<file path="config.mk">
export PLATFORM = sky130hd
export DESIGN_NAME = lif_scheduler_flat
export DESIGN_NICKNAME = d
export VERILOG_FILES = /design/src/rtl/lif_scheduler_if.sv /design/src/rtl/lif_scheduler.sv /design/src/flat_wrapper.sv
export SDC_FILE = /design/constraint.sdc
export NUM_CORES = 1
export LEC_CHECK = 0
export ABC_AREA = 1
export CORE_UTILIZATION = 66
export DETAILED_ROUTE_END_ITERATION = 12
export PLACE_DENSITY = 0.84
export SETUP_SLACK_MARGIN = 0.5
export SYNTH_ARGS = -nofsm -noshare
export SYNTH_HDL_FRONTEND = slang
export SYNTH_SLANG_ARGS = --single-unit
</file>
<file path="constraint.sdc">
create_clock -name clk -period 23 [get_ports clk]
set_input_delay 6.9 -clock clk [delete_from_list [all_inputs] [get_ports clk]]
set_output_delay 6.9 -clock clk [all_outputs]
set_load 0.05 [all_outputs]
</file>
<file path="src/rtl/lif_scheduler_if.sv">
`default_nettype none
// ============================================================================
// Module      : lif_scheduler_if
// Description : Handshake, configuration and readback bundle for the
//               time-multiplexed LIF neuron scheduler.
// Revision    : 1.0 - initial release
// ============================================================================
interface lif_scheduler_if #(
  parameter int N_NEURONS = 8,
  parameter int WIDTH     = 8
);

  localparam int c_IDX_W = $clog2(N_NEURONS);

  // Timestep control
  logic                 step_start;
  logic                 busy;

  // Input-current stream, one value per neuron in index order
  logic                 in_valid;
  logic                 in_ready;
  logic [WIDTH-1:0]     in_data;

  // Threshold / beta configuration
  logic                 cfg_we;
  logic                 cfg_sel;
  logic [WIDTH-1:0]     cfg_data;
  logic                 cfg_err;

  // Spike vector result
  logic                 spike_valid;
  logic                 spike_ready;
  logic [N_NEURONS-1:0] spike_vec;

  // Combinational membrane readback
  logic [c_IDX_W-1:0]   mem_rd_idx;
  logic [WIDTH-1:0]     mem_rd_data;

  // Side that drives timesteps and consumes spikes
  modport master (
    output step_start, in_valid, in_data, cfg_we, cfg_sel, cfg_data,
           spike_ready, mem_rd_idx,
    input  busy, in_ready, cfg_err, spike_valid, spike_vec, mem_rd_data
  );

  // Scheduler side
  modport slave (
    input  step_start, in_valid, in_data, cfg_we, cfg_sel, cfg_data,
           spike_ready, mem_rd_idx,
    output busy, in_ready, cfg_err, spike_valid, spike_vec, mem_rd_data
  );

endinterface
`default_nettype wire

</file>
<file path="src/rtl/lif_scheduler.sv">
`default_nettype none
// ============================================================================
// Module      : lif_scheduler
// Description : Leaky integrate-and-fire timestep scheduler. N neurons share
//               one update datapath: currents are streamed in (LOAD), each
//               neuron is updated one per cycle (UPDATE) and the resulting
//               spike vector is offered on a valid/ready handshake (DONE).
// Revision    : 1.0 - initial release
// ============================================================================
module lif_scheduler #(
  parameter int N_NEURONS  = 8,
  parameter int WIDTH      = 8,
  parameter int BETA_SHIFT = 4
) (
  input  wire logic      clk,
  input  wire logic      rst_n,
  lif_scheduler_if.slave bus
);

  localparam int                 c_IDX_W    = $clog2(N_NEURONS);
  localparam logic [c_IDX_W-1:0] c_LAST_IDX = c_IDX_W'(N_NEURONS - 1);
  localparam logic [c_IDX_W-1:0] c_IDX_ONE  = c_IDX_W'(1);
  localparam logic [WIDTH-1:0]   c_SAT      = {WIDTH{1'b1}};
  localparam logic [WIDTH-1:0]   c_THR_RST  = WIDTH'(128);
  localparam logic [WIDTH-1:0]   c_BETA_RST = WIDTH'(14);

  localparam logic [1:0] c_IDLE   = 2'd0;
  localparam logic [1:0] c_LOAD   = 2'd1;
  localparam logic [1:0] c_UPDATE = 2'd2;
  localparam logic [1:0] c_DONE   = 2'd3;

  // --------------------------------------------------------------------------
  // State
  // --------------------------------------------------------------------------
  logic [1:0]           r_state;
  logic [1:0]           w_next_state;

  logic [c_IDX_W-1:0]   r_slot;
  logic [c_IDX_W-1:0]   r_nidx;
  logic [WIDTH-1:0]     r_cur [N_NEURONS];
  logic [WIDTH-1:0]     r_mem [N_NEURONS];
  logic [WIDTH-1:0]     r_thr;
  logic [WIDTH-1:0]     r_beta;
  logic [N_NEURONS-1:0] r_spike_vec;
  logic                 r_cfg_err;

  logic                 w_busy;
  logic                 w_in_ready;
  logic                 w_spike_valid;

  logic                 w_in_accept;
  logic                 w_last_slot;
  logic                 w_last_nidx;
  logic                 w_cfg_ok;

  // --------------------------------------------------------------------------
  // LIF datapath for the neuron selected by r_nidx
  // --------------------------------------------------------------------------
  logic [WIDTH-1:0]     w_v;
  logic [WIDTH-1:0]     w_i;
  logic [2*WIDTH-1:0]   w_prod;
  logic [2*WIDTH-1:0]   w_prod_shr;
  logic [WIDTH-1:0]     w_leak;
  logic [WIDTH:0]       w_sum_ext;
  logic [WIDTH-1:0]     w_sum;
  logic                 w_fire;

  assign w_v        = r_mem[r_nidx];
  assign w_i        = r_cur[r_nidx];
  // Full-width product so large beta values act as gain without wrapping
  assign w_prod     = {{WIDTH{1'b0}}, w_v} * {{WIDTH{1'b0}}, r_beta};
  assign w_prod_shr = w_prod >> BETA_SHIFT;
  assign w_leak     = (w_prod_shr > {{WIDTH{1'b0}}, c_SAT}) ? c_SAT
                                                           : w_prod_shr[WIDTH-1:0];
  // One extra bit catches the carry of leak + current for saturation
  assign w_sum_ext  = {1'b0, w_leak} + {1'b0, w_i};
  assign w_sum      = w_sum_ext[WIDTH] ? c_SAT : w_sum_ext[WIDTH-1:0];
  // Threshold zero makes the compare always true, so every neuron fires
  assign w_fire     = (w_sum >= r_thr);

  assign w_in_accept = w_in_ready && bus.in_valid;
  assign w_last_slot = (r_slot == c_LAST_IDX);
  assign w_last_nidx = (r_nidx == c_LAST_IDX);
  assign w_cfg_ok    = (r_state == c_IDLE);

  // --------------------------------------------------------------------------
  // FSM state register
  // --------------------------------------------------------------------------
  always_ff @(posedge clk or negedge rst_n) begin
    if (!rst_n) begin
      r_state <= c_IDLE;
    end else begin
      r_state <= w_next_state;
    end
  end

  // Next-state decode: step_start is only honoured in IDLE
  always_comb begin
    w_next_state = r_state;
    case (r_state)
      c_IDLE: begin
        if (bus.step_start) begin
          w_next_state = c_LOAD;
        end
      end
      c_LOAD: begin
        if (w_in_accept && w_last_slot) begin
          w_next_state = c_UPDATE;
        end
      end
      c_UPDATE: begin
        if (w_last_nidx) begin
          w_next_state = c_DONE;
        end
      end
      c_DONE: begin
        if (bus.spike_ready) begin
          w_next_state = c_IDLE;
        end
      end
      default: begin
        w_next_state = c_IDLE;
      end
    endcase
  end

  // Handshake outputs are pure functions of the current state
  always_comb begin
    w_busy        = 1'b0;
    w_in_ready    = 1'b0;
    w_spike_valid = 1'b0;
    case (r_state)
      c_LOAD: begin
        w_busy     = 1'b1;
        w_in_ready = 1'b1;
      end
      c_UPDATE: begin
        w_busy = 1'b1;
      end
      c_DONE: begin
        w_busy        = 1'b1;
        w_spike_valid = 1'b1;
      end
      default: begin
        w_busy = 1'b0;
      end
    endcase
  end

  // --------------------------------------------------------------------------
  // Configuration: writes land only in IDLE, otherwise flag a one-cycle error
  // --------------------------------------------------------------------------
  always_ff @(posedge clk or negedge rst_n) begin
    if (!rst_n) begin
      r_thr     <= c_THR_RST;
      r_beta    <= c_BETA_RST;
      r_cfg_err <= 1'b0;
    end else begin
      r_cfg_err <= bus.cfg_we && !w_cfg_ok;
      if (bus.cfg_we && w_cfg_ok) begin
        if (bus.cfg_sel) begin
          r_beta <= bus.cfg_data;
        end else begin
          r_thr <= bus.cfg_data;
        end
      end
    end
  end

  // Current capture: one slot per accepted beat, wrapping after the last neuron
  always_ff @(posedge clk or negedge rst_n) begin
    if (!rst_n) begin
      r_slot <= '0;
      for (int k = 0; k < N_NEURONS; k++) begin
        r_cur[k] <= '0;
      end
    end else if (w_in_accept) begin
      r_cur[r_slot] <= bus.in_data;
      r_slot        <= w_last_slot ? '0 : r_slot + c_IDX_ONE;
    end
  end

  // Neuron update: write back membrane and spike bit for one neuron per cycle
  always_ff @(posedge clk or negedge rst_n) begin
    if (!rst_n) begin
      r_nidx      <= '0;
      r_spike_vec <= '0;
      for (int k = 0; k < N_NEURONS; k++) begin
        r_mem[k] <= '0;
      end
    end else if (r_state == c_UPDATE) begin
      r_mem[r_nidx]       <= w_fire ? '0 : w_sum;
      r_spike_vec[r_nidx] <= w_fire;
      r_nidx              <= w_last_nidx ? '0 : r_nidx + c_IDX_ONE;
    end
  end

  // --------------------------------------------------------------------------
  // Outputs
  // --------------------------------------------------------------------------
  assign bus.busy        = w_busy;
  assign bus.in_ready    = w_in_ready;
  assign bus.spike_valid = w_spike_valid;
  assign bus.spike_vec   = r_spike_vec;
  assign bus.cfg_err     = r_cfg_err;
  // Readback sees the stored membrane, so last cycle's write is visible
  assign bus.mem_rd_data = r_mem[bus.mem_rd_idx];

endmodule
`default_nettype wire

</file>
<file path="src/flat_wrapper.sv">
// flat-port wrapper written by rule: the top's interface ports become plain ports
module lif_scheduler_flat 
#(
  parameter int N_NEURONS  = 8,
  parameter int WIDTH      = 8,
  parameter int BETA_SHIFT = 4
)
  (clk, rst_n, bus_step_start, bus_in_valid, bus_in_data, bus_cfg_we, bus_cfg_sel, bus_cfg_data, bus_spike_ready, bus_mem_rd_idx, bus_busy, bus_in_ready, bus_cfg_err, bus_spike_valid, bus_spike_vec, bus_mem_rd_data);
  lif_scheduler_if #(.N_NEURONS(N_NEURONS), .WIDTH(WIDTH)) bus_i ();
  input  wire logic clk;
  input  wire logic rst_n;
  input wire logic [$bits(bus_i.step_start)-1:0] bus_step_start;
  input wire logic [$bits(bus_i.in_valid)-1:0] bus_in_valid;
  input wire logic [$bits(bus_i.in_data)-1:0] bus_in_data;
  input wire logic [$bits(bus_i.cfg_we)-1:0] bus_cfg_we;
  input wire logic [$bits(bus_i.cfg_sel)-1:0] bus_cfg_sel;
  input wire logic [$bits(bus_i.cfg_data)-1:0] bus_cfg_data;
  input wire logic [$bits(bus_i.spike_ready)-1:0] bus_spike_ready;
  input wire logic [$bits(bus_i.mem_rd_idx)-1:0] bus_mem_rd_idx;
  output wire logic [$bits(bus_i.busy)-1:0] bus_busy;
  output wire logic [$bits(bus_i.in_ready)-1:0] bus_in_ready;
  output wire logic [$bits(bus_i.cfg_err)-1:0] bus_cfg_err;
  output wire logic [$bits(bus_i.spike_valid)-1:0] bus_spike_valid;
  output wire logic [$bits(bus_i.spike_vec)-1:0] bus_spike_vec;
  output wire logic [$bits(bus_i.mem_rd_data)-1:0] bus_mem_rd_data;
  assign bus_i.step_start = bus_step_start;
  assign bus_i.in_valid = bus_in_valid;
  assign bus_i.in_data = bus_in_data;
  assign bus_i.cfg_we = bus_cfg_we;
  assign bus_i.cfg_sel = bus_cfg_sel;
  assign bus_i.cfg_data = bus_cfg_data;
  assign bus_i.spike_ready = bus_spike_ready;
  assign bus_i.mem_rd_idx = bus_mem_rd_idx;
  assign bus_busy = bus_i.busy;
  assign bus_in_ready = bus_i.in_ready;
  assign bus_cfg_err = bus_i.cfg_err;
  assign bus_spike_valid = bus_i.spike_valid;
  assign bus_spike_vec = bus_i.spike_vec;
  assign bus_mem_rd_data = bus_i.mem_rd_data;
  lif_scheduler #(.N_NEURONS(N_NEURONS), .WIDTH(WIDTH), .BETA_SHIFT(BETA_SHIFT)) u_core (.clk(clk), .rst_n(rst_n), .bus(bus_i));
endmodule
</file>
==> results_dict.tcl, run 1 <==
set metrics [dict create \
    cts_buffers 17 \
    via_per_inst 6.06 \
    detail-route-antenna-nets 0 \
    drt-met1-wl_um 10400 \
    synth_common_cells "nand2_1, o21ai_0, dfrtp_1" \
    hold_viol_final 0 \
    synth.most_common_cell "nand2_1" \
    synth_cells 1244 \
    dpl_cell_area_sq_um 10600 \
    num_vias 8885 \
    yosys_most_used_dff "dfrtp_1" \
    clockBufferDepth 2 \
    async_reset_ff_frac 1.00 \
    met3_length_um 1700 \
    diodes 0 \
    grt_overflow 0 \
    status "complete, no violations" \
    top_layer_used "met4" \
    max_stage_delay_ns 1.14 \
    fin_crit_ns 17.18 \
    route.detailed.drc 0 \
    dieWidth_um 126 \
    clock_sinks 161 \
    crit_slowest_cell "clkdlybuf4s50_1" \
    maxCapViolations 0 \
    clk_latency_ns 0.43 \
    synth-seq-cells 161 \
    cts.clk_slew.worst_paths_ns 0.06 \
    netlist_top_cells_area "dfrtp_1, nand2_1, o21ai_0, fa_1, ha_1" \
    fin_setup_tns_ns 0 \
    nets 1388 \
    pin_count 46 \
    synth_enable_flop_cells 0 \
    firstDrtPassIters 5 \
    dieArea_sq_um 15900 \
    grt_start_max_net_pins 86 \
    place_hpwl_um 17700 \
    rsz0062_at_grt "no" \
    crit_type "in -> out" \
    yosys_warnings 0 \
    drtIter0Drc 813 \
    grt_pass1_vias 8618 \
    cts_root_buffer "clkbuf_16" \
    setup_viol 0 \
    worstPathMaxFanout 33 \
    dpl_worst_slack_ns 5.92 \
    route.met2.wl_um 12200 \
    cts_max_level 4 \
    slew_viol_final 0 \
    end_kind "primary output" \
    yosysTopAreaCellShare 0.388 \
    post_cts.repair.setup_buffers 0 \
    crit_path_start_kind "primary input" \
    avgRoutedWirePerCell_um 17.2 \
    core_sq_um 14800 \
    cts_hold_buf 0 \
    crit_path_cell_trace "clkdlybuf4s50_1, inv_1, a21oi_1, o21ai_0, o21ai_0, nor2_1, a31oi_1, clkdlybuf4s50_1" \
    grt_pass1_wl_um 42200 \
    fill_cells 1091 \
    synth.avg_cell_area_sq_um 8.15 \
    start_util 0.687 \
    wirelength_um 25200 \
    min_period_over_period 0.747 \
    slew_headroom 0.288 \
    die_h_um 126 \
    holdCritPathClass "reg -> reg" \
    rows 44 \
    ys_seq_area_frac 0.398 \
    syn-num-nets 1364 \
    yosysTopAreaCell "dfrtp_1" \
    area.growth.synth_to_final_pct 11.0 \
    yosys.cell_types.count 49 \
    worst_pin_slew_ns 1.04 \
    antenna_found_initial 0 \
    drive_above_1_share 0.0609 \
    layout.cell_area.non_filler_sq_um 11200 \
    tritoncts "yes" \
    syn-cell-area_sq_um 10100 \
    ctsResizeCount 0 \
    gp_congestion 0.911 \
    cp.arrival_ns 10.28 \
    max_freq_ghz 0.0582 \
    fin_ws_ns 5.82 \
    grt.total_usage 0.339 \
    io_buffer_count 45 \
    crit_required_ns 16.10 \
    clock-skew-final_ns 0.00953 \
]
## registers in the layout (all words and copies together) (netlist names)
signal	count
u_core.r_beta	8
u_core.bus.cfg_err	1
u_core.r_mem	64
u_core.r_slot	3
u_core.r_state	2
u_core.r_nidx	3
u_core.bus.spike_vec	8
u_core.r_cur	64
u_core.r_thr	8
## layout make-up
cell class | instances | area [sq um] | share of cell area
clock buffer | 19 | 443 | 0.0394
clock inverter | 13 | 163 | 0.0145
inverter | 144 | 541 | 0.0480
multi-input combinational | 897 | 5370 | 0.477
sequential | 161 | 4040 | 0.359
tap | 184 | 230 | 0.0205
timing repair buffer | 47 | 467 | 0.0415
## layer usage
| layer | global-route usage | up-vias |
|---|---|---|
| li1 | - | 4169 |
| met1 | 0.435 | 4274 |
| met2 | 0.552 | 369 |
| met3 | 0.0658 | 73 |
| met4 | 0.171 | 0 |
| met5 | 0 | - |
## layout by cell type (no fill, tap or decap), types with 3 or more instances in the layout
| cell | synthesis | layout |
|---|---|---|
| xnor2_1 | 4 | 4 |
| xor2_1 | 9 | 9 |
| o221ai_1 | 6 | 6 |
| o211ai_1 | 11 | 11 |
| fa_1 | 37 | 37 |
| a31oi_1 | 8 | 8 |
| clkbuf_16 | 0 | 17 |
| a221oi_1 | 6 | 6 |
| a32o_1 | 3 | 3 |
| clkdlybuf4s50_1 | 0 | 44 |
| nor2_1 | 103 | 103 |
| nand2_2 | 7 | 7 |
| inv_1 | 133 | 133 |
| o21ai_1 | 26 | 26 |
| dfstp_2 | 4 | 4 |
| nand4_1 | 11 | 11 |
| o22ai_1 | 3 | 3 |
| nand3_2 | 4 | 4 |
| inv_6 | 0 | 7 |
| nand3_1 | 22 | 22 |
| nand2_1 | 276 | 276 |
| a21oi_1 | 68 | 68 |
| ha_1 | 57 | 57 |
| a2111oi_0 | 3 | 3 |
| o21bai_1 | 3 | 3 |
| o21ai_0 | 201 | 201 |
| nor3_1 | 3 | 3 |
| nor2_4 | 5 | 5 |
| inv_2 | 10 | 10 |
| dfrtp_1 | 157 | 156 |
| inv_8 | 0 | 3 |
## logic make-up (layout without fill, tap and decap cells)
logic type / count (synthesis) / count (layout) / synth area share
adders and majority gates: 94 / 94 / 0.143
and+or+nand+nor: 446 / 446 / 0.188
AOI/OAI and AO/OA: 344 / 344 / 0.187
xor gates and xnor gates: 13 / 13 / 0.0112
DFF: 161 / 161 / 0.398
buffers and inverters: 186 / 223 / 0.0719
## worst paths after layout
check                                        start                       to  slack, ns  depth (start not counted)
max in group asynchronous                    rst_n         u_core.r_nidx[0]      14.94                          2
setup / recovery                 bus_mem_rd_idx[0]       bus_mem_rd_data[0]       5.82                          8
hold / removal             u_core.bus.spike_vec[3]  u_core.bus.spike_vec[3]       0.48                          2
setup reg to reg                  u_core.r_nidx[0]         u_core.r_mem[56]      12.53                         37
hold reg to reg            u_core.bus.spike_vec[3]  u_core.bus.spike_vec[3]       0.48                          2
min in group asynchronous                    rst_n          u_core.r_thr[6]       6.51                          1
## stage by stage
step / util / std cells / hold slack [ns]
after floorplan: - / 1244 / 0.453
after global placement: 0.721 / 1433 / 0.465
after detailed placement: 0.721 / 1433 / 0.473
after CTS: 0.762 / 1465 / 0.488
after global routing: 0.762 / 1465 / 0.500
final: 0.762 / 1465 / 0.484
## worst max-delay path: cells and delay by family
| family | cells | cell delay (ns) |
|---|---|---|
| compound gates | 4 | 0.67 |
| buf+inv | 3 | 2.64 |
| simple gates | 1 | 0.06 |
Power of run 1 is not shown: default switching activity piles up to over one toggle a cycle in this logic, so the estimate is an artifact.
==> run 2, diff against run 1 <==
Settings changed: CORE_UTILIZATION 66 to 62, PLACE_DENSITY 0.84 to 0.79.
Clock period 23 ns to 16.1 ns, I/O delays scaled along.
==> results_dict.tcl, run 2 (synthesis results as in run 1) <==
set metrics [dict create \
    post_cts.repair.setup_buffers 0 \
    place_hpwl_um 17500 \
    io_buffer_count 45 \
    fin_setup_tns_ns 0 \
    crit_path_start_kind "primary input" \
    min_period_over_period 0.816 \
    cts_root_buffer "clkbuf_16" \
    pin_count 46 \
    maxCapViolations 0 \
    start_util 0.636 \
    nets 1388 \
    clock_sinks 161 \
    num_vias 8669 \
    detail-route-antenna-nets 0 \
    grt_overflow 0 \
    grt.total_usage 0.315 \
    dp_cells 1465 \
    diodes 0 \
    r2r_cells 37 \
    firstDrtPassIters 6 \
    hold-path-endpoint "u_core.bus.spike_vec[1]" \
    cts.clk_slew.worst_paths_ns 0.06 \
    cts_max_level 4 \
    largestRegisters "u_core.r_cur (64), u_core.r_mem (64)" \
    route.detailed.drc 0 \
    status "complete, no violations" \
    slew_headroom 0.119 \
    drive_above_1_share 0.0609 \
    hp-start "u_core.bus.spike_vec[1]" \
    ctsResizeCount 0 \
    cts_hold_buf 0 \
    avgRoutedWirePerCell_um 16.4 \
    rows 46 \
    worst_hold_path.num_cells 2 \
    grt_start_max_net_pins 84 \
    worst_pin_slew_ns 1.29 \
    holdCritPathClass "reg -> reg" \
    dpl_cell_area_sq_um 10700 \
    dieArea_sq_um 16900 \
    clockBufferDepth 2 \
    cp.arrival_ns 8.30 \
    clock-skew-final_ns 0.0114 \
    hold_viol_final 0 \
    reg2reg_from "u_core.r_nidx[0]" \
    dieWidth_um 130 \
    area.growth.synth_to_final_pct 11.3 \
    crit_type "in -> out" \
    clk_latency_ns 0.43 \
    crit_required_ns 11.27 \
    r2r_end "u_core.r_mem[48]" \
    wirelength_um 24500 \
    grt_pass1_wl_um 40800 \
    tritoncts "yes" \
    reg2reg_slack_ns 5.53 \
    antenna_found_initial 0 \
    via_per_inst 5.79 \
    die_h_um 130 \
    layout_common_cells "nand2_1, o21ai_0, dfrtp_1" \
    gp_congestion 0.929 \
    core_sq_um 15900 \
    cts_buffers 17 \
    rsz0062_at_grt "no" \
    grt_pass1_vias 8183 \
    end_kind "primary output" \
    stdcell_count 1497 \
    final_common_cell "nand2_1" \
    worstPathMaxFanout 33 \
    fin_crit_ns 13.13 \
    slew_viol_final 0 \
    max_freq_ghz 0.0762 \
    layout.cell_area.non_filler_sq_um 11300 \
    setup_viol 0 \
    drtIter0Drc 688 \
]
[run 2: cell types whose count changed in the layout (fill, tap and decap cells not counted), sizes merged]
cell and change:
clkinv +5, inv -5
[run 2: worst max-delay path by stage]
stage / start / depth (start not counted) / to
after global routing: bus_mem_rd_idx[0] / 8 / bus_mem_rd_data[0]
after floorplan: bus_mem_rd_idx[0] / 6 / bus_mem_rd_data[2]
final: bus_mem_rd_idx[0] / 6 / bus_mem_rd_data[7]
after CTS: bus_mem_rd_idx[0] / 6 / bus_mem_rd_data[7]
after detailed placement: bus_mem_rd_idx[0] / 8 / bus_mem_rd_data[0]
after global placement: bus_mem_rd_idx[0] / 8 / bus_mem_rd_data[0]
[run 2: cell type report]
class	instances	area (sq um)
Sequential cell	161	4040
Clock inverter	13	151
Clock buffer	19	443
Inverter	144	541
Timing Repair Buffer	47	467
Multi-Input combinational cell	897	5370
Tap cell	216	270
Fill cell	1298	4660
[run 2: layer usage]
layer | wire length (um) | GRT usage | part of all wire | vias up
li1 | - | - | - | 4157
met1 | 10800 | 0.418 | 0.44 | 4119
met2 | 11700 | 0.519 | 0.48 | 326
met3 | 1330 | 0.0537 | 0.054 | 67
met4 | 701 | 0.125 | 0.029 | 0
met5 | 0 | 0 | 0 | -
[run 2: metrics by stage]
step	utilization	hold slack, ns	worst slack, ns
after floorplan	-	0.453	4.99
after global placement	0.670	0.464	3.25
final	0.707	0.481	2.97
after CTS	0.707	0.489	3.04
after global routing	0.707	0.507	2.80
after detailed placement	0.670	0.473	3.13
[run 2: worst max-delay path, stage by stage]
cell and delay, ns:
clkdlybuf4s50_1 1.15, inv_1 0.70, a21oi_1 0.31, o21ai_0 0.14
a31oi_1 0.30, clkdlybuf4s50_1 0.85
Power of run 2 is left out for the same reason.
==> run 3, diff against run 2 <==
Settings changed: CORE_UTILIZATION 62 to 56, PLACE_DENSITY 0.79 to 0.76.
Clock period 16.1 ns to 11.8 ns, I/O delays scaled along.
==> results_dict.tcl, run 3 (synthesis results as in run 1) <==
set metrics [dict create \
    cts_max_level 4 \
    min_period_over_period 0.850 \
    reg2reg_from "u_core.r_nidx[0]" \
    drtIter0Drc 766 \
    crit_required_ns 8.26 \
    hold_viol_final 0 \
    gp_congestion 0.879 \
    cp.arrival_ns 6.49 \
    grt.total_usage 0.298 \
    fin_crit_ns 10.03 \
    slew_viol_final 0 \
    r2r_cells 37 \
    grt_overflow 0 \
    slew_headroom 0.241 \
    end_kind "primary output" \
    drive_above_1_share 0.0646 \
    place_hpwl_um 18000 \
    wirelength_um 25500 \
    endpoint "bus_mem_rd_data[0]" \
    start_util 0.580 \
    maxCapViolations 0 \
    cts.clk_slew.worst_paths_ns 0.07 \
    max_freq_ghz 0.0997 \
    tritoncts "yes" \
    largestRegisters "u_core.r_cur (64), u_core.r_mem (64)" \
    clock_sinks 161 \
    nets 1392 \
    grt_pass1_wl_um 42600 \
    rows 48 \
    dpl_cell_area_sq_um 10700 \
    rsz0062_at_grt "no" \
    worstSetupStartpoint "bus_mem_rd_idx[1]" \
    clock-skew-final_ns 0.00927 \
    cts_buffers 17 \
    setup_viol 0 \
    worst_pin_slew_ns 1.13 \
    route.detailed.drc 0 \
    die_h_um 137 \
    area.growth.synth_to_final_pct 11.9 \
    worstPathMaxFanout 22 \
    antenna_found_initial 0 \
    ctsResizeCount 0 \
    final_core_util 0.649 \
    dieArea_sq_um 18600 \
    crit_path_start_kind "primary input" \
    core_sq_um 17500 \
    num_vias 8688 \
    crit_type "in -> out" \
    layout_common_cells "nand2_1, o21ai_0, dfrtp_1" \
    grt_start_max_net_pins 87 \
    clockBufferDepth 2 \
    final_common_cell "nand2_1" \
    status "complete, no violations" \
    io_buffer_count 45 \
    cts_hold_buf 0 \
    diodes 0 \
    dieWidth_um 137 \
    via_per_inst 5.75 \
    fill_cells 1492 \
    cts_root_buffer "clkbuf_16" \
    detail-route-antenna-nets 0 \
    firstDrtPassIters 5 \
    reg2reg_slack_ns 2.01 \
    post_cts.repair.setup_buffers 0 \
    layout.cell_area.non_filler_sq_um 11300 \
    avgRoutedWirePerCell_um 16.9 \
    grt_pass1_vias 8508 \
    fin_setup_tns_ns 0 \
    holdCritPathClass "reg -> reg" \
    clk_latency_ns 0.44 \
    r2r_end "u_core.r_mem[24]" \
    worst_hold_path.num_cells 2 \
    pin_count 46 \
]
[run 3: how the worst min path moves through the flow]
| stage | startpoint | end | slack, ns |
|---|---|---|---|
| 6_report | u_core.bus.spike_vec[5] | u_core.bus.spike_vec[5] | 0.48 |
| 5_1_grt | u_core.r_mem[36] | u_core.r_mem[36] | 0.50 |
| 4_1_cts | u_core.r_mem[35] | u_core.r_mem[35] | 0.49 |
| 3_5_place_dp | u_core.r_mem[35] | u_core.r_mem[35] | 0.47 |
| 3_3_place_gp | u_core.bus.spike_vec[1] | u_core.bus.spike_vec[1] | 0.46 |
| 2_1_floorplan | u_core.r_beta[4] | u_core.r_beta[4] | 0.45 |
[run 3: cell type report]
class / instances / area (sq um) / area share
multi-input cells: 897 / 5370 / 0.474
flip-flops and latches: 161 / 4040 / 0.356
inverters: 144 / 541 / 0.0477
repair buffers: 51 / 497 / 0.0438
clock buffers: 20 / 467 / 0.0412
well taps: 225 / 282 / 0.0248
clock inverters: 12 / 145 / 0.0128
[run 3: per-layer routing]
| metal | up-vias | track usage | wire [um] |
|---|---|---|---|
| met2 | 314 | 0.484 | 12100 |
| met3 | 44 | 0.0526 | 1620 |
| met5 | - | 0 | 0 |
| li1 | 4174 | - | - |
| met4 | 0 | 0.122 | 632 |
| met1 | 4156 | 0.394 | 11100 |
[run 3: critical path: stages]
cell	delay, ns
clkdlybuf4s50_1	1.03
inv_1	0.45
a21oi_1	0.22
o21ai_0	0.09
o21ai_0	0.11
nor2_1	0.06
a31oi_1	0.16
clkdlybuf4s50_1	0.82
[run 3: per-stage QoR]
stage	hold WS [ns]	cells	setup slack (ns)
CTS	0.488	1510	1.87
floorplan	0.453	1244	3.27
detailed placement	0.473	1478	1.87
global route	0.500	1510	1.26
finish	0.482	1510	1.77
global placement	0.465	1478	1.92
Power of run 3 is left out for the same reason.
==> patch 1, RTL diff (flow settings as in run 3) <==
`WIDTH` is set to 8 in 3 places; all go to 6.
--- a/src/rtl/lif_scheduler_if.sv
+++ b/src/rtl/lif_scheduler_if.sv
@@ -7,7 +7,7 @@
 // ============================================================================
 interface lif_scheduler_if #(
   parameter int N_NEURONS = 8,
-  parameter int WIDTH     = 8
+  parameter int WIDTH     = 6
 );
 
   localparam int c_IDX_W = $clog2(N_NEURONS);
--- a/src/rtl/lif_scheduler.sv
+++ b/src/rtl/lif_scheduler.sv
@@ -9,7 +9,7 @@
 // ============================================================================
 module lif_scheduler #(
   parameter int N_NEURONS  = 8,
-  parameter int WIDTH      = 8,
+  parameter int WIDTH      = 6,
   parameter int BETA_SHIFT = 4
 ) (
   input  wire logic      clk,
--- a/src/flat_wrapper.sv
+++ b/src/flat_wrapper.sv
@@ -2,7 +2,7 @@
 module lif_scheduler_flat 
 #(
   parameter int N_NEURONS  = 8,
-  parameter int WIDTH      = 8,
+  parameter int WIDTH      = 6,
   parameter int BETA_SHIFT = 4
 )
   (clk, rst_n, bus_step_start, bus_in_valid, bus_in_data, bus_cfg_we, bus_cfg_sel, bus_cfg_data, bus_spike_ready, bus_mem_rd_idx, bus_busy, bus_in_ready, bus_cfg_err, bus_spike_valid, bus_spike_vec, bus_mem_rd_data);
Ports: changed (resized bus_cfg_data, bus_in_data and bus_mem_rd_data); port bits go from 46 to 40. No check against the original RTL was run, so the function may have changed too.
==> patch 1 against run 3 <==
Critical path depth down 2; cell count is 22% lower; non-clock buffer count shrank 9; worst setup slack got worse by 0.11 ns; sequential share of layout area up 0.49 points; area after synthesis is 25% lower; sequential cell count shrank 36; final area down 23%; count of clock-buffer cells in the layout unchanged; routed wire length decreased by 28%; critical path type unchanged.
Power is not shown: default switching activity piles up to over one toggle a cycle in this logic, so the estimate is an artifact.
==> patch 1: results (changes against run 3) <==
[run_status]
outcome = finished, final reports clean

[global_routing]
grt_start_max_net_pins = 67  ; -23%
grt_pass1_wl_mm = 30.6  ; -28%
grt_use_met3 = 0.0714  ; +0.0188
first_global_vias = 6127  ; -28%
grt_use_total = 0.281  ; -0.0162
gr-usage-met2 = 0.451  ; -0.0325
met1_usage = 0.371  ; -0.0233

[worst_hold_path]
hold_end = u_core.r_cur[13]$_DFFE_PN0P_
min_from = u_core.r_cur[13]$_DFFE_PN0P_

[yosys]
yosysSeqAreaShare = 0.413  ; +0.0146
yosysUniqueCellTypes = 43  ; -12%
synth_nets = 1035  ; -24%
synthTopCellsByCount = nand2_1 (225), o21ai_0 (136), inv_1 (129), dfrtp_1 (122), nor2_1 (59)
netlist_instances = 958  ; -23%
synth_area_leaders = dfrtp_1 (40%), nand2_1 (11%), o21ai_0 (9.0%), inv_1 (6.4%), ha_1 (6.1%)

[finish]
final_layout_size_suffix_gt1_frac = 0.0703  ; +0.00569
fin_nets = 1060  ; -24%
fill_cells = 1091  ; -27%
instances_no_fill = 1172  ; -22%

[drt]
wl_met1_mm = 8.16  ; -27%
drt_iter0_drc = 513  ; -33%
viasPerCell = 5.44  ; -5.4%
wl_per_cell_um = 15.6  ; -7.9%

[placement]
io_buffers = 39  ; -13%
dp_hpwl_mm = 12.5  ; -31%
gp_congestion = 0.865  ; -1.6%
pre_cts_ws_ns = 1.78  ; -0.0861 ns
placement.cell_area_um2 = 8070  ; -25%

[timing]
slew_headroom = 0.266  ; +0.0252
hold_ws_ns = 0.484  ; +0.00159 ns
skew_ns = 0.00988  ; +0.000603 ns

[clocking]
path_clk_slew_ns = 0.05  ; -0.02 ns
cts_buffer_depth = 2  ; unchanged

[critical_path]
reg2reg_depth = 40  ; +8.1%
crit_fanout = 25  ; +14%
timing.rr.end = u_core.r_mem[31]$_DFFE_PN0P_
r2r_slack_ns = 2.25  ; +0.24 ns
cpPeakStageDelay_ns = 0.99  ; -0.04 ns

## patch 1: cell types whose count changed after synthesis, moves of 6 or more
cell and delta:
o21ai_0 -65, nand2_1 -51, nor2_1 -44, dfrtp_1 -35, nand3_1 +25, o21ai_1 -21
ha_1 -20, a21oi_1 -19, fa_1 -19, xor2_1 -7, inv_2 -6
## patch 1: how the worst max path moves through the flow
| stage | start | to | slack [ns] |
|---|---|---|---|
| after global routing | bus_mem_rd_idx[0] | bus_mem_rd_data[0] | 1.50 |
| after floorplan | bus_mem_rd_idx[0] | bus_mem_rd_data[3] | 3.13 |
| final | bus_mem_rd_idx[0] | bus_mem_rd_data[0] | 1.67 |
| after CTS | bus_mem_rd_idx[0] | bus_mem_rd_data[0] | 1.76 |
| after detailed placement | bus_mem_rd_idx[0] | bus_mem_rd_data[0] | 1.78 |
| after global placement | bus_mem_rd_idx[0] | bus_mem_rd_data[0] | 1.85 |
## patch 1: cell families after synthesis
family / share of synthesized area
simple gates: 0.218
compound gates: 0.166
buf+inv: 0.0875
flops: 0.413
fa+ha+maj: 0.108
xor+xnor: 0.00808
## patch 1: layout make-up
| type | instances | area, um^2 | share of cell area |
|---|---|---|---|
| clock buffer | 20 | 447 | 0.0515 |
| clock inverter | 12 | 161 | 0.0186 |
| inverter | 136 | 515 | 0.0594 |
| multi-input combinational | 661 | 3790 | 0.437 |
| sequential | 125 | 3130 | 0.361 |
| tap | 176 | 220 | 0.0254 |
| timing repair buffer | 42 | 410 | 0.0473 |
## patch 1: worst register-to-register path: cells and delay by family, from the launching register on
family	cells	cell delay, ns
AO/OA/AOI/OAI	10	2.10
buffers and inverters	9	2.02
adder cells (fa/ha/maj)	7	2.76
flip-flops	1	0.32
AND/OR/NAND/NOR	13	1.77
XOR/XNOR	1	0.49
==> patch 2, RTL diff (config.mk and constraints of run 3) <==
Without the edit above. Reset style: synchronous (`rst_n`), changed in 4 clocked blocks.
--- a/src/rtl/lif_scheduler.sv
+++ b/src/rtl/lif_scheduler.sv
@@ -86,7 +86,7 @@
   // --------------------------------------------------------------------------
   // FSM state register
   // --------------------------------------------------------------------------
-  always_ff @(posedge clk or negedge rst_n) begin
+  always_ff @(posedge clk) begin
     if (!rst_n) begin
       r_state <= c_IDLE;
     end else begin
@@ -150,7 +150,7 @@
   // --------------------------------------------------------------------------
   // Configuration: writes land only in IDLE, otherwise flag a one-cycle error
   // --------------------------------------------------------------------------
-  always_ff @(posedge clk or negedge rst_n) begin
+  always_ff @(posedge clk) begin
     if (!rst_n) begin
       r_thr     <= c_THR_RST;
       r_beta    <= c_BETA_RST;
@@ -168,7 +168,7 @@
   end
 
   // Current capture: one slot per accepted beat, wrapping after the last neuron
-  always_ff @(posedge clk or negedge rst_n) begin
+  always_ff @(posedge clk) begin
     if (!rst_n) begin
       r_slot <= '0;
       for (int k = 0; k < N_NEURONS; k++) begin
@@ -181,7 +181,7 @@
   end
 
   // Neuron update: write back membrane and spike bit for one neuron per cycle
-  always_ff @(posedge clk or negedge rst_n) begin
+  always_ff @(posedge clk) begin
     if (!rst_n) begin
       r_nidx      <= '0;
       r_spike_vec <= '0;
Check against the original RTL: differs if rst_n is asserted again (counterexample within 4 cycles, from zero or initial values and one cycle with rst_n low); with rst_n held inactive, the same outputs for 10 cycles.
==> patch 2 against run 3 <==
The flow now finishes with violations (DRC); worst setup slack gained 0.0049 ns; worst hold slack improved by 0.0050 ns; non-clock buffer count fell by 3; final area up 1.3%; area after synthesis grew 2.4%; global-route usage fell by 1.6 points; sequential cell count rose by 3; routed wire length is 0.63% higher; die area increased by 2.4%.
Power is left out: the tool's default activity adds up to more than one toggle a clock period on the data nets, which glitch-free logic cannot reach.
==> patch 2: results (changes against run 3) <==
[critical_path]
timing.rr.end = u_core.r_mem[7][2]$_SDFFCE_PN0P_
crit_fanout = 18  ; -18%
r2r_slack_ns = 1.87  ; -0.14 ns
cpPeakStageDelay_ns = 0.99  ; -0.04 ns
arrival_ns = 6.48  ; about the same
reg2reg_depth = 39  ; +5.4%

[drt]
drc_errors = 6  ; +6
viasPerCell = 5.85  ; +1.7%
drt_iter0_drc = 744  ; -2.9%
wl_mm = 25.7  ; +0.63%
met2_length_mm = 12.6  ; +4.1%
firstDrtPassIters = 11  ; +6
wl_met3_mm = 1.75  ; +7.9%
wl_met1_mm = 10.8  ; -2.6%

[yosys]
yosysSeqAreaShare = 0.440  ; +0.0417
synth-edff-count = 128  ; +128
async_flop_share = 0  ; -1.00
yosysUniqueCellTypes = 42  ; -14%
synthTopCellsByCount = nor2_1 (200), nand2_1 (181), inv_1 (135), edfxtp_1 (128), o21ai_0 (89)
synth_area_leaders = edfxtp_1 (37%), nor2_1 (7.2%), fa_1 (7.1%), dfxtp_1 (6.9%), ha_1 (6.9%)
synth_nets = 1319  ; -3.3%
ys.flop_type = edfxtp_1

[timing]
slew_headroom = 0.341  ; +0.100
skew_ns = 0.0239  ; +0.0147 ns

[finish]
antenna_cells = 0  ; unchanged
final_layout_size_suffix_gt1_frac = 0.0554  ; -0.00917
reg_top3 = u_core.r_cur x64, u_core.r_mem x64

[clocking]
cts_resized = 0  ; unchanged
cts_buffer_depth = 2  ; unchanged
cts_buffers = 17  ; unchanged

[global_routing]
grt_use_total = 0.281  ; -0.0164
first_global_vias = 8209  ; -3.5%
grt_pass1_wl_mm = 41.8  ; -1.9%
grt_start_max_net_pins = 54  ; -38%

[run_status]
outcome = complete, but fails checks
violations = DRC

[placement]
dp_hpwl_mm = 18.6  ; +3.1%
gp_congestion = 0.939  ; +6.8%

patch 2: how the worst min path moves through the flow:
| stage | startpoint | to | slack, ns | cells after the start |
|---|---|---|---|---|
| after global placement | u_core.bus.spike_vec[1]$_SDFFE_PN0P_ | u_core.bus.spike_vec[1]$_SDFFE_PN0P_ | 0.47 | 2 |
| final | u_core.bus.spike_vec[1]$_SDFFE_PN0P_ | u_core.bus.spike_vec[1]$_SDFFE_PN0P_ | 0.49 | 2 |
| after detailed placement | u_core.bus.spike_vec[1]$_SDFFE_PN0P_ | u_core.bus.spike_vec[1]$_SDFFE_PN0P_ | 0.48 | 2 |
| after floorplan | u_core.r_thr[1]$_SDFFE_PN0P_ | u_core.r_thr[1]$_SDFFE_PN0P_ | 0.44 | 2 |
| after CTS | u_core.bus.spike_vec[1]$_SDFFE_PN0P_ | u_core.bus.spike_vec[1]$_SDFFE_PN0P_ | 0.49 | 2 |
| after global routing | u_core.bus.spike_vec[1]$_SDFFE_PN0P_ | u_core.bus.spike_vec[1]$_SDFFE_PN0P_ | 0.52 | 2 |
patch 2: cell families (layout without fill, tap and decap cells):
group,count (synthesis),after routing,share of synthesized area
flip-flops,164,164,0.440
AND/OR/NAND/NOR,512,512,0.212
AO/OA/AOI/OAI,221,221,0.123
buffers and inverters,195,223,0.0740
adder cells (fa/ha/maj),94,94,0.140
XOR/XNOR,13,13,0.0110
patch 2: per-layer routing:
metal,up-vias,GRT usage
li1,4049,-
met1,4085,0.381
met2,352,0.471
met3,36,0.0353
met4,0,0.0940
met5,-,0
patch 2: cell type report:
type                       instances  area, um^2
timing repair buffer              48         468
clock inverter                    15         150
clock buffer                      17         425
multi-input combinational        840        5050
sequential                       164        4570
tap                              229         287
fill                            1492        6600
inverter                         143         542
patch 2: worst register-to-register path, delay by kind of cell (launching register included):
family / cells / cell delay [ns]
adders and majority gates: 8 / 3.43
AOI/OAI and AO/OA: 11 / 2.62
and+or+nand+nor: 14 / 1.88
buffers and inverters: 6 / 1.06
DFF: 1 / 0.73
patch 2: per-stage QoR:
stage / hold WS (ns) / cell area (um^2) / util / std cells / setup slack [ns]
floorplan: 0.435 / 10400 / - / 1199 / 3.00
global placement: 0.472 / 10900 / 0.603 / 1424 / 1.83
detailed placement: 0.476 / 10900 / 0.603 / 1424 / 1.88
CTS: 0.491 / 11500 / 0.635 / 1456 / 1.87
global route: 0.518 / 11500 / 0.635 / 1456 / 1.16
finish: 0.487 / 11500 / 0.635 / 1456 / 1.78
